## config.mk

```make
export PLATFORM = sky130hd
export DESIGN_NAME = cp0_exc_ctrl
export DESIGN_NICKNAME = d
export VERILOG_FILES = /design/src/rtl/cp0_exc_ctrl.sv
export SDC_FILE = /design/constraint.sdc
export NUM_CORES = 1
export LEC_CHECK = 0
export CAP_MARGIN = 0
export CORE_AREA = 4 4 84 86
export CTS_CLUSTER_SIZE = 25
export DETAILED_ROUTE_END_ITERATION = 8
export DIE_AREA = 0 0 88 90
export PLACE_DENSITY_LB_ADDON = 0.25
export SYNTH_ARGS = -nofsm -noshare
export SYNTH_HDL_FRONTEND = slang
export SYNTH_SLANG_ARGS = --single-unit
```

## constraint.sdc

```tcl
create_clock -name clk -period 3.5 [get_ports clk]
set_clock_uncertainty 0.05 [all_clocks]
set_input_delay 0.525 -clock clk [delete_from_list [all_inputs] [get_ports clk]]
set_output_delay 0.525 -clock clk [all_outputs]
set_load 0.02 [all_outputs]
```

## src/rtl/cp0_exc_ctrl.sv

```systemverilog
// CP0 exception/interrupt sequencer: synchronises IRQs into IP[7:0], prioritises pending causes,
// drains the pipeline, commits CAUSE/EPC, redirects fetch to the vector and owns STATUS.EXL.
module cp0_exc_ctrl #(
  parameter logic [31:0] VECTOR_ADDR = 32'h8000_0180,
  parameter int          SYNC_STAGES = 2
) (
  input  logic        clk,
  input  logic        reset,
  input  logic [4:0]  irq,
  input  logic        timer_pending,
  input  logic [1:0]  sw_int,
  input  logic        status_ie,
  input  logic [7:0]  status_im,
  input  logic [5:0]  exc_req,
  input  logic [31:0] exc_pc,
  input  logic        pipe_drained,
  input  logic        redirect_ready,
  input  logic        eret,
  output logic [7:0]  interrupts,
  output logic        stall_req,
  output logic        activeexception,
  output logic [4:0]  exccode,
  output logic        epc_we,
  output logic [31:0] epc,
  output logic        redirect_valid,
  output logic [31:0] redirect_pc,
  output logic        exl
);

  localparam logic [2:0] S_IDLE     = 3'd0;
  localparam logic [2:0] S_DRAIN    = 3'd1;
  localparam logic [2:0] S_COMMIT   = 3'd2;
  localparam logic [2:0] S_REDIRECT = 3'd3;
  localparam logic [2:0] S_HANDLER  = 3'd4;

  logic [SYNC_STAGES-1:0][4:0] sync_q;
  logic [7:0]  ip_q;
  logic [2:0]  state_q, state_d;
  logic [4:0]  code_q, code_d;
  logic [31:0] epc_q, epc_d;
  logic        exl_q, exl_d;
  logic        int_pend;

  // Synchronous causes beat interrupts; with no exc_req bit set the code is Int (0).
  function automatic logic [4:0] exc_prio(input logic [5:0] req);
    logic [4:0] code;
    if (req[5])      code = 5'd4;
    else if (req[4]) code = 5'd10;
    else if (req[3]) code = 5'd12;
    else if (req[2]) code = 5'd8;
    else if (req[1]) code = 5'd9;
    else if (req[0]) code = 5'd5;
    else             code = 5'd0;
    return code;
  endfunction

  // IRQ synchroniser chain followed by the IP output register
  always_ff @(posedge clk or negedge reset) begin
    if (!reset) begin
      sync_q <= '0;
      ip_q   <= '0;
    end else begin
      sync_q <= {sync_q[SYNC_STAGES-2:0], irq};
      ip_q   <= {timer_pending, sync_q[SYNC_STAGES-1], sw_int};
    end
  end

  assign int_pend = status_ie & ~exl_q & (|(ip_q & status_im));

  always_comb begin
    state_d = state_q;
    code_d  = code_q;
    epc_d   = epc_q;
    exl_d   = exl_q;
    case (state_q)
      S_IDLE: begin
        if ((|exc_req) || int_pend) begin
          code_d  = exc_prio(exc_req);
          epc_d   = exc_pc;
          state_d = S_DRAIN;
        end
      end
      S_DRAIN: begin
        if (pipe_drained) state_d = S_COMMIT;
      end
      S_COMMIT: begin
        exl_d   = 1'b1;
        state_d = S_REDIRECT;
      end
      S_REDIRECT: begin
        if (redirect_ready) state_d = S_HANDLER;
      end
      S_HANDLER: begin
        // A nested exception takes precedence over a coincident ERET.
        if (|exc_req) begin
          code_d  = exc_prio(exc_req);
          epc_d   = exc_pc;
          state_d = S_DRAIN;
        end else if (eret) begin
          exl_d   = 1'b0;
          state_d = S_IDLE;
        end
      end
      default: begin
        state_d = S_IDLE;
        exl_d   = 1'b0;
      end
    endcase
  end

  always_ff @(posedge clk or negedge reset) begin
    if (!reset) begin
      state_q <= S_IDLE;
      code_q  <= '0;
      epc_q   <= '0;
      exl_q   <= 1'b0;
    end else begin
      state_q <= state_d;
      code_q  <= code_d;
      epc_q   <= epc_d;
      exl_q   <= exl_d;
    end
  end

  // EPC is only written when not already inside a handler, so the outer return PC survives nesting.
  assign interrupts      = ip_q;
  assign stall_req       = (state_q == S_DRAIN) || (state_q == S_COMMIT) || (state_q == S_REDIRECT);
  assign activeexception = (state_q == S_COMMIT);
  assign exccode         = activeexception ? code_q : 5'd0;
  assign epc_we          = activeexception & ~exl_q;
  assign epc             = epc_q;
  assign redirect_valid  = (state_q == S_REDIRECT);
  assign redirect_pc     = redirect_valid ? VECTOR_ADDR : 32'd0;
  assign exl             = exl_q;

endmodule

```

# Word level (Yosys, flattened, before mapping)
# Index checks and enable logic that the tools add are counted.
[op_classes]
eq_ne = 11
muxes = 23
bitwise = 6
n_reduce_logical = 11
[ops]
columns = ["cell", "n"]
rows = [
  ["$mux 32", 3],
  ["$pmux 32 s2", 1],
  ["$mux 5", 8],
  ["$mux 3", 6],
  ["$pmux 3 s5", 1],
  ["$ne 2x2->1 const B", 6],
  ["$pmux 5 s2", 1],
  ["$and 8x8->8", 1],
  ["$reduce_or 8->1", 1],
  ["$eq 3x2->1 const B", 2],
  ["$reduce_and 3->1", 2],
  ["$reduce_or 6->1", 1],
  ["$reduce_and 4->1", 1],
  ["$and 1x1->1", 3],
  ["$eq 3x1->1 const B", 1],
  ["$eq 3x3->1 const B", 1],
  ["$logic_not 3->1", 1],
  ["$logic_or 1x1->1", 3],
  ["$ne 3x3->1 const B", 1],
  ["$pmux 1 s3", 1],
  ["$reduce_or 3->1", 1],
  ["$mux 1", 2],
  ["$not 1->1", 2],
  ["$reduce_bool 2->1", 1],
]
[totals]
elab_cells = 58
ff_bits = 59

# Depth between registers and ports, before layout
# Gate-level depths: netlist (run 1).
[depth]
word_depth = 8
depth_mapped = 6

# Worst setup path after synthesis (run 1)
# Ideal clock, no wire load.
[synth_path]
path_type = "input -> register"
startpoint = "input exc_req[2]"
endpoint = "register code_q[3]"
path_slack_ns = 1.241
stages = 6
t_arrival_ns = 2.084
required_time_ns = 3.325
path_buffers = 1
cell_sequence = "or4_1 -> or3_4 -> a21oi_2 -> nor3_2 -> buf_6 -> mux2_4"
[synth_via]
elab_chain_cells = 6
[synth_lines]
columns = ["element", "line", "source"]
rows = [
  ["from (decl)", "14", "input logic [5:0] exc_req,"],
  ["$mux 5", "50", "else if (req[2]) code = 5'd8;"],
  ["$mux 5", "49", "else if (req[3]) code = 5'd12;"],
  ["$mux 5", "48", "else if (req[4]) code = 5'd10;"],
  ["$mux 5", "47", "if (req[5]) code = 5'd4;"],
  ["$mux 5 (on tied branches)", "95, 77", ""],
  ["$pmux 5 s2", "75", "case (state_q)"],
  ["to (signal assigned)", "119", "code_q <= code_d;"],
  ["to (decl)", "39", "logic [4:0] code_q, code_d;"],
]
# Parallel ways exist; a longest one is shown, timed or not. The select of a mux whose other input is x is not followed.
# A chain may end at the register's enable or synchronous reset.

# Worst setup path in the final report (run 1)
[layout_path]
startpoint = "input status_ie"
endpoint = "register epc_q[3] (netlist: epc[3])"
[layout_via]
elab_chain_cells = 5
[layout_lines]
columns = ["element", "line", "source"]
rows = [
  ["from (decl)", "12", "input logic status_ie,"],
  ["$and 1x1->1 (2 in series)", "68", "assign int_pend = status_ie & ~exl_q & (|(ip_q & status_im));"],
  ["$logic_or 1x1->1", "77", "if ((|exc_req) || int_pend) begin"],
  ["$ne 2x2->1 (no source line)", "n/a", ""],
  ["$reduce_and 3->1 (no source line)", "n/a", ""],
  ["to (signal assigned)", "120", "epc_q <= epc_d;"],
  ["to (decl)", "40", "logic [31:0] epc_q, epc_d;"],
]
# Every way passes these cells.

==> impl_metrics.csv, run 1 <==
group,metric,value,unit
route,routed.top_layer,"met4",
route,route.met2.wl,2543,um
final_layout,multi_input_area,880.8,um2
grt,grt_util_all_layers,13.46,%
synthesis,synth_edf_count,0,
die,die_y,90,um
sta,period_share,78.95,%
sta,finalHoldViolCount,0,
sta,setup_tns,0,ns
synthesis,synth_area_per_cell,14.12,um2
clock_tree,clk_latency,0.32,ns
worst_setup_path,rrSetupSlack,0.96,ns
worst_hold_path,min_path_type,"input pin to async pin",
placement,routabilityCongestion,0.7684,
route,via_per_inst,4.440,
synthesis,synth_top_area_share,57.74,%
worst_setup_path,required,3.65,ns
final_layout,final_util,59.68,%
die,die_w,88,um
synthesis,async_flop_share,100.0,%
grt,grt_start_max_net_pins,31,
synthesis,synth_largest_area_cell,"dfrtp_1",
die,core_area,6277,um2
final_layout,nFillCells,516,
synthesis,seq_area_frac_synth,57.74,%
synthesis,ys_types,30,
worst_setup_path,crit_cells,6,
final_layout,seqCellArea,1451,um2
grt,grt_overflow,0,
placement,dpl.hpwl,4046,um
clock_tree,cts_tree,"yes",
sta,rsz0062_at_grt,"false",
synthesis,synthTopCellsByArea,"dfrtp_1 58%, mux2_4 17%, buf_4 9.9%, mux2_2 2.2%, buf_6 1.3%",
clock_tree,hold_buffers,0,
die,initial_core_util,40.04,%
clock_tree,cts_buffer_depth,2,
die,placementRows,29,
clock_tree,numCtsBuffers,9,
route,dr_total_vias,1665,
synthesis,ys_ff_latch,58,
worst_setup_path,path_cells,"clkdlybuf4s50_1 -> nor3b_1 -> a21oi_2 -> nor3_4 -> buf_4 -> mux2_2",
sta,finalSetupViolations,0,
worst_setup_path,critPathSlowestCell,"nor3_4",
placement,portBuffers,111,
sta,slew_headroom,49.71,%
power,leakage,1.653,nW
route,drt_first_pass_iters,4,
route,drtAntennaViolNets,0,
worst_setup_path,crit_end,"epc[3]",
synthesis,syn_area,2514,um2
power,ir_worst_vdd,0.4460,mV
worst_setup_path,path_max_fanout,24,
clock_tree,postCtsResizedCells,0,
worst_setup_path,max_stage_delay,0.59,ns
worst_setup_path,critical_path_class,"input pin to flip-flop",
synthesis,synth_warnings,0,
grt,grt_pass1_vias,1656,
final_layout,nets,354,
clock_tree,clock-root-buffer,"clkbuf_8",
synthesis,synthTopCellsByCount,"58 x dfrtp_1, 33 x buf_4, 29 x mux2_4",
sta,drv_slew,0,
sta,max_slew.worst_pin.slew,0.7518,ns
worst_setup_path,cp-startpoint,"status_ie",
worst_setup_path,path_delay_family,"buffers and inverters",
grt,grt_pass1_wl,8183,um
grt,antenna_found_initial,0,
worst_setup_path,critPathBufInv,2,
worst_setup_path,r2r_cells,5,
final_layout,syn2layout_area_growth,49.03,%
route,dr_wl_met3,559,um
route,wl_met1,2088,um
synthesis,yosysMostFrequentCell,"dfrtp_1",
route,wl_per_cell,14.12,um
clock_tree,cts.reportedPaths.clkPinSlew,0.07,ns
worst_setup_path,cp_data_arrival_time,2.92,ns
clock_tree,cts_setup_buffers,0,
route,finalWirelength,5296,um
route,drtIter0Drc,56,
worst_setup_path,reg2reg_from,"state_q[2]",
status,status,"finished, final reports clean",
clock_tree,cts.sinks,58,
worst_setup_path,reg2reg_to,"epc[3]",
sta,period_needed,2.763,ns
die,ios,142,
sta,fmax,0.3619,GHz
job,drv_cap,0,
worst_setup_path,cp-start-kind,"input pin",
worst_setup_path,crit_path_end_kind,"flip-flop",
final_layout,layout-drive-gt1-share,17.79,%
final_layout,antennaDiodeCount,0,
clock_tree,htree_levels,3,
synthesis,synthCells,178,
synthesis,ys.flop_type,"dfrtp_1",
power,powerDensity,866.5,nW/um2
route,drc,0,
die,die_area,7920,um2
==> per-layer routing <==
| metal | GRT usage, % | up-vias |
|---|---|---|
| met5 | 0 | - |
| met4 | 8.696 | 0 |
| met3 | 4.570 | 9 |
| met2 | 20.73 | 90 |
| met1 | 15.71 | 791 |
| li1 | - | 775 |
==> state kept, by name (all words and copies together), names as in the netlist <==
register and flops:
code_q 4, epc 32, exl 1, interrupts 8
state_q 3, sync_q 10
==> kinds of logic (layout without fill, tap and decap cells) <==
kind of cell / count (synthesis) / after routing / synth area share (%)
AO/OA/AOI/OAI: 19 / 19 / 4.879
buffers and inverters: 40 / 131 / 11.80
flip-flops: 58 / 58 / 57.74
multiplexers: 34 / 34 / 19.56
other: 1 / 30 / 0.1492
AND/OR/NAND/NOR: 26 / 26 / 5.874
==> worst reg2reg max path, stage by stage, from the launching register on <==
cell     delay (ns)
dfrtp_1        0.43
nor3b_1        0.34
a21oi_2        0.12
nor3_4         0.59
buf_4          0.50
mux2_2         0.39
==> where the power goes <==
part | leakage [nW] | internal (mW) | switching [mW]
Sequential | 0.680 | 0.917 | 0.165
Clock | 0.0962 | 0.342 | 0.234
Combinational | 0.876 | 0.892 | 0.696
==> worst min path at each step <==
stage | start | to
after floorplan | reset | code_q[0]
after global placement | sync_q[8] | interrupts[5]
after detailed placement | sync_q[7] | interrupts[4]
after CTS | reset | epc[26]
after global routing | reset | epc[26]
final | reset | epc[26]
==> through the flow <==
stage	worst slack (ns)	total power [mW]	hold slack (ns)	std cells	cell area, um2
floorplan	1.241	2.078	0.1794	207	2623
global placement	0.4203	2.670	0.2812	360	3561
detailed placement	0.3763	2.691	0.2847	360	3561
CTS	0.7237	3.297	0.1691	375	3746
global route	0.5584	3.421	0.2068	375	3746
finish	0.7368	3.246	0.1671	375	3746
==> cell usage in the layout (no fill, tap or decap), types with 2 or more instances in the layout <==
cell	synthesis	routed
a21oi_1	4	4
mux2_4	29	29
buf_4	33	2
nor2_1	6	6
clkdlybuf4s50_1	0	110
and2_1	3	3
clkbuf_1	1	2
clkinv_2	0	2
mux2_2	5	5
a22oi_1	4	4
inv_1	3	3
nand3b_1	2	2
nand2_1	5	5
o21ai_0	5	5
clkbuf_8	0	10
conb_1	1	30
dfrtp_1	58	58
nor3_1	2	2
==> area by class of cell <==
| class | count | area share [%] |
|---|---|---|
| clock inverters | 3 | 1.069 |
| inverters | 3 | 0.3006 |
| flip-flops and latches | 58 | 38.74 |
| clock buffers | 12 | 3.874 |
| well taps | 77 | 2.572 |
| repair buffers | 113 | 29.93 |
| multi-input cells | 109 | 23.51 |
Note: power is estimated with default switching activity, not from simulation.
==> run 2: changes to the inputs <==
- CORE_AREA: 4 4 84 86 -> 4 4 87 89
- DIE_AREA: 0 0 88 90 -> 0 0 91 93
- clock period: 3.5 -> 2.65 ns (I/O delays scaled with it)
==> run 2 against run 1 <==
Against the previous run: count of clock-buffer cells in the layout unchanged; register-to-register slack worse by 0.26 ns; sequential power increased by 32%; first-iteration DRC count fell by 54%; largest cell class unchanged; hold slack worse by 0.10 ns; die area grew 6.9%; combinational power is 38% higher; largest power group unchanged; non-clock buffer count increased by 5.
==> impl_metrics.csv, run 2 (same netlist as run 1, synthesis figures left out) <==
group,metric,value,unit
route,finalWirelength,5525,um
final_layout,multi_input_area,883.3,um2
worst_hold_path,min_path_type,"input pin to async pin",
final_layout,nFillCells,573,
sta,hold_ws,0.06238,ns
worst_setup_path,reg2reg_from,"state_q[2]",
job,drv_cap,0,
placement,dp.cells,368,
clock_tree,cts_setup_buffers,0,
clock_tree,postCtsResizedCells,0,
clock_tree,htree_levels,3,
route,drtAntennaViolNets,0,
worst_setup_path,path_max_fanout,7,
clock_tree,cts_buffer_depth,2,
grt,grt_util_all_layers,13.47,%
clock_tree,cts_tree,"yes",
route,drt_first_pass_iters,4,
sta,period_share,92.80,%
status,status,"finished, final reports clean",
final_layout,largest_register_ffs,32,
grt,grt_start_max_net_pins,33,
final_layout,syn2layout_area_growth,51.17,%
sta,max_slew.worst_pin.slew,0.6992,ns
sta,slew_headroom,53.39,%
worst_setup_path,cp_data_arrival_time,2.01,ns
worst_setup_path,path_cells,"nand2b_1 -> nor2_2 -> and2_1 -> clkdlybuf4s50_1",
final_layout,layout-drive-gt1-share,19.80,%
worst_setup_path,required,2.20,ns
worst_setup_path,critical_path_class,"flip-flop to primary output",
clock_tree,numCtsBuffers,9,
route,drc,0,
worst_setup_path,crit_path_end_kind,"primary output",
worst_setup_path,max_stage_delay,0.62,ns
sta,finalHoldViolCount,0,
worst_setup_path,rrSetupSlack,0.70,ns
die,initial_core_util,37.20,%
grt,grt_overflow,0,
final_layout,layout.cells.most_common,"clkdlybuf4s50_1",
clock_tree,clock-root-buffer,"clkbuf_8",
placement,portBuffers,111,
worst_setup_path,critPathSlowestCell,"clkdlybuf4s50_1",
worst_setup_path,cp-start-kind,"flip-flop",
die,die_w,91,um
clock_tree,hold_buffers,0,
clock_tree,cts.sinks,58,
final_layout,nets,359,
die,die_y,93,um
power,ir_worst_vdd,0.5091,mV
grt,grt_pass1_wl,8756,um
route,drtIter0Drc,26,
sta,drv_slew,0,
die,die_area,8463,um2
sta,finalSetupViolations,0,
route,dr_total_vias,1699,
clock_tree,cts.reportedPaths.clkPinSlew,0.07,ns
sta,rsz0062_at_grt,"false",
die,ios,142,
die,core_area,6756,um2
power,leakage,1.680,nW
sta,period_needed,2.459,ns
final_layout,seqCellArea,1451,um2
final_layout,fin_cells,383,
route,wl_per_cell,14.43,um
final_layout,antennaDiodeCount,0,
placement,dpl.hpwl,4139,um
grt,antenna_found_initial,0,
final_layout,final_util,56.24,%
placement,routabilityCongestion,0.7988,
grt,grt_pass1_vias,1778,
sta,setup_tns,0,ns
sta,fmax,0.4066,GHz
die,placementRows,30,
route,via_per_inst,4.436,
power,powerDensity,1139,nW/um2
final_layout,final_cell_mix,"110 x clkdlybuf4s50_1, 58 x dfrtp_1, 30 x conb_1",
clock_tree,clk_latency,0.32,ns
worst_setup_path,reg2reg_to,"epc[5]",
worst_setup_path,r2r_cells,5,
-- run 2: final cells by class --
cell class	instances	share of cell area (%)
timing repair buffer	118	31.15
multi-input combinational	109	23.25
sequential	58	38.20
inverter	3	0.2963
tap	80	2.634
clock inverter	3	0.3951
clock buffer	12	4.083
-- run 2: worst max path at each step --
| stage | start | endpoint | slack (ns) | depth (start not counted) |
|---|---|---|---|---|
| floorplan | exc_req[2] | code_q[3] | 0.52 | 6 |
| global placement | exc_req[3] | epc[21] | 0.06 | 7 |
| detailed placement | exc_req[3] | epc[10] | 0.02 | 7 |
| CTS | state_q[2] | exccode[0] | 0.06 | 4 |
| global route | state_q[1] | exccode[3] | 0.06 | 4 |
| finish | state_q[1] | exccode[0] | 0.19 | 4 |
-- run 2: worst max-delay path, delay by kind of cell, from the launching register on --
family / cells / cell delay (ns)
AND/OR/NAND/NOR: 3 / 0.57
flip-flops: 1 / 0.49
buffers and inverters: 1 / 0.62
-- run 2: where the power goes --
part	total, mW	internal, mW	switching (mW)	leakage, nW
combinational	2.19	1.25	0.948	0.908
clock	0.706	0.380	0.325	0.0920
sequential	1.43	1.21	0.218	0.680
-- run 2: stage by stage --
stage / cell area [um2] / setup WS [ns] / power, mW
detailed placement: 3627 / 0.01706 / 3.644
global placement: 3627 / 0.05782 / 3.612
floorplan: 2623 / 0.5181 / 2.745
finish: 3800 / 0.1908 / 4.329
global route: 3800 / 0.05599 / 4.575
CTS: 3797 / 0.06372 / 4.387
-- run 2: metal layers --
metal / part of all wire [%] / vias to the layer above / GRT usage (%)
li1: - / 787 / -
met1: 44 / 815 / 17.13
met2: 46 / 88 / 20.23
met3: 9.0 / 9 / 5.792
met4: 1.3 / 0 / 5.402
met5: 0 / - / 0
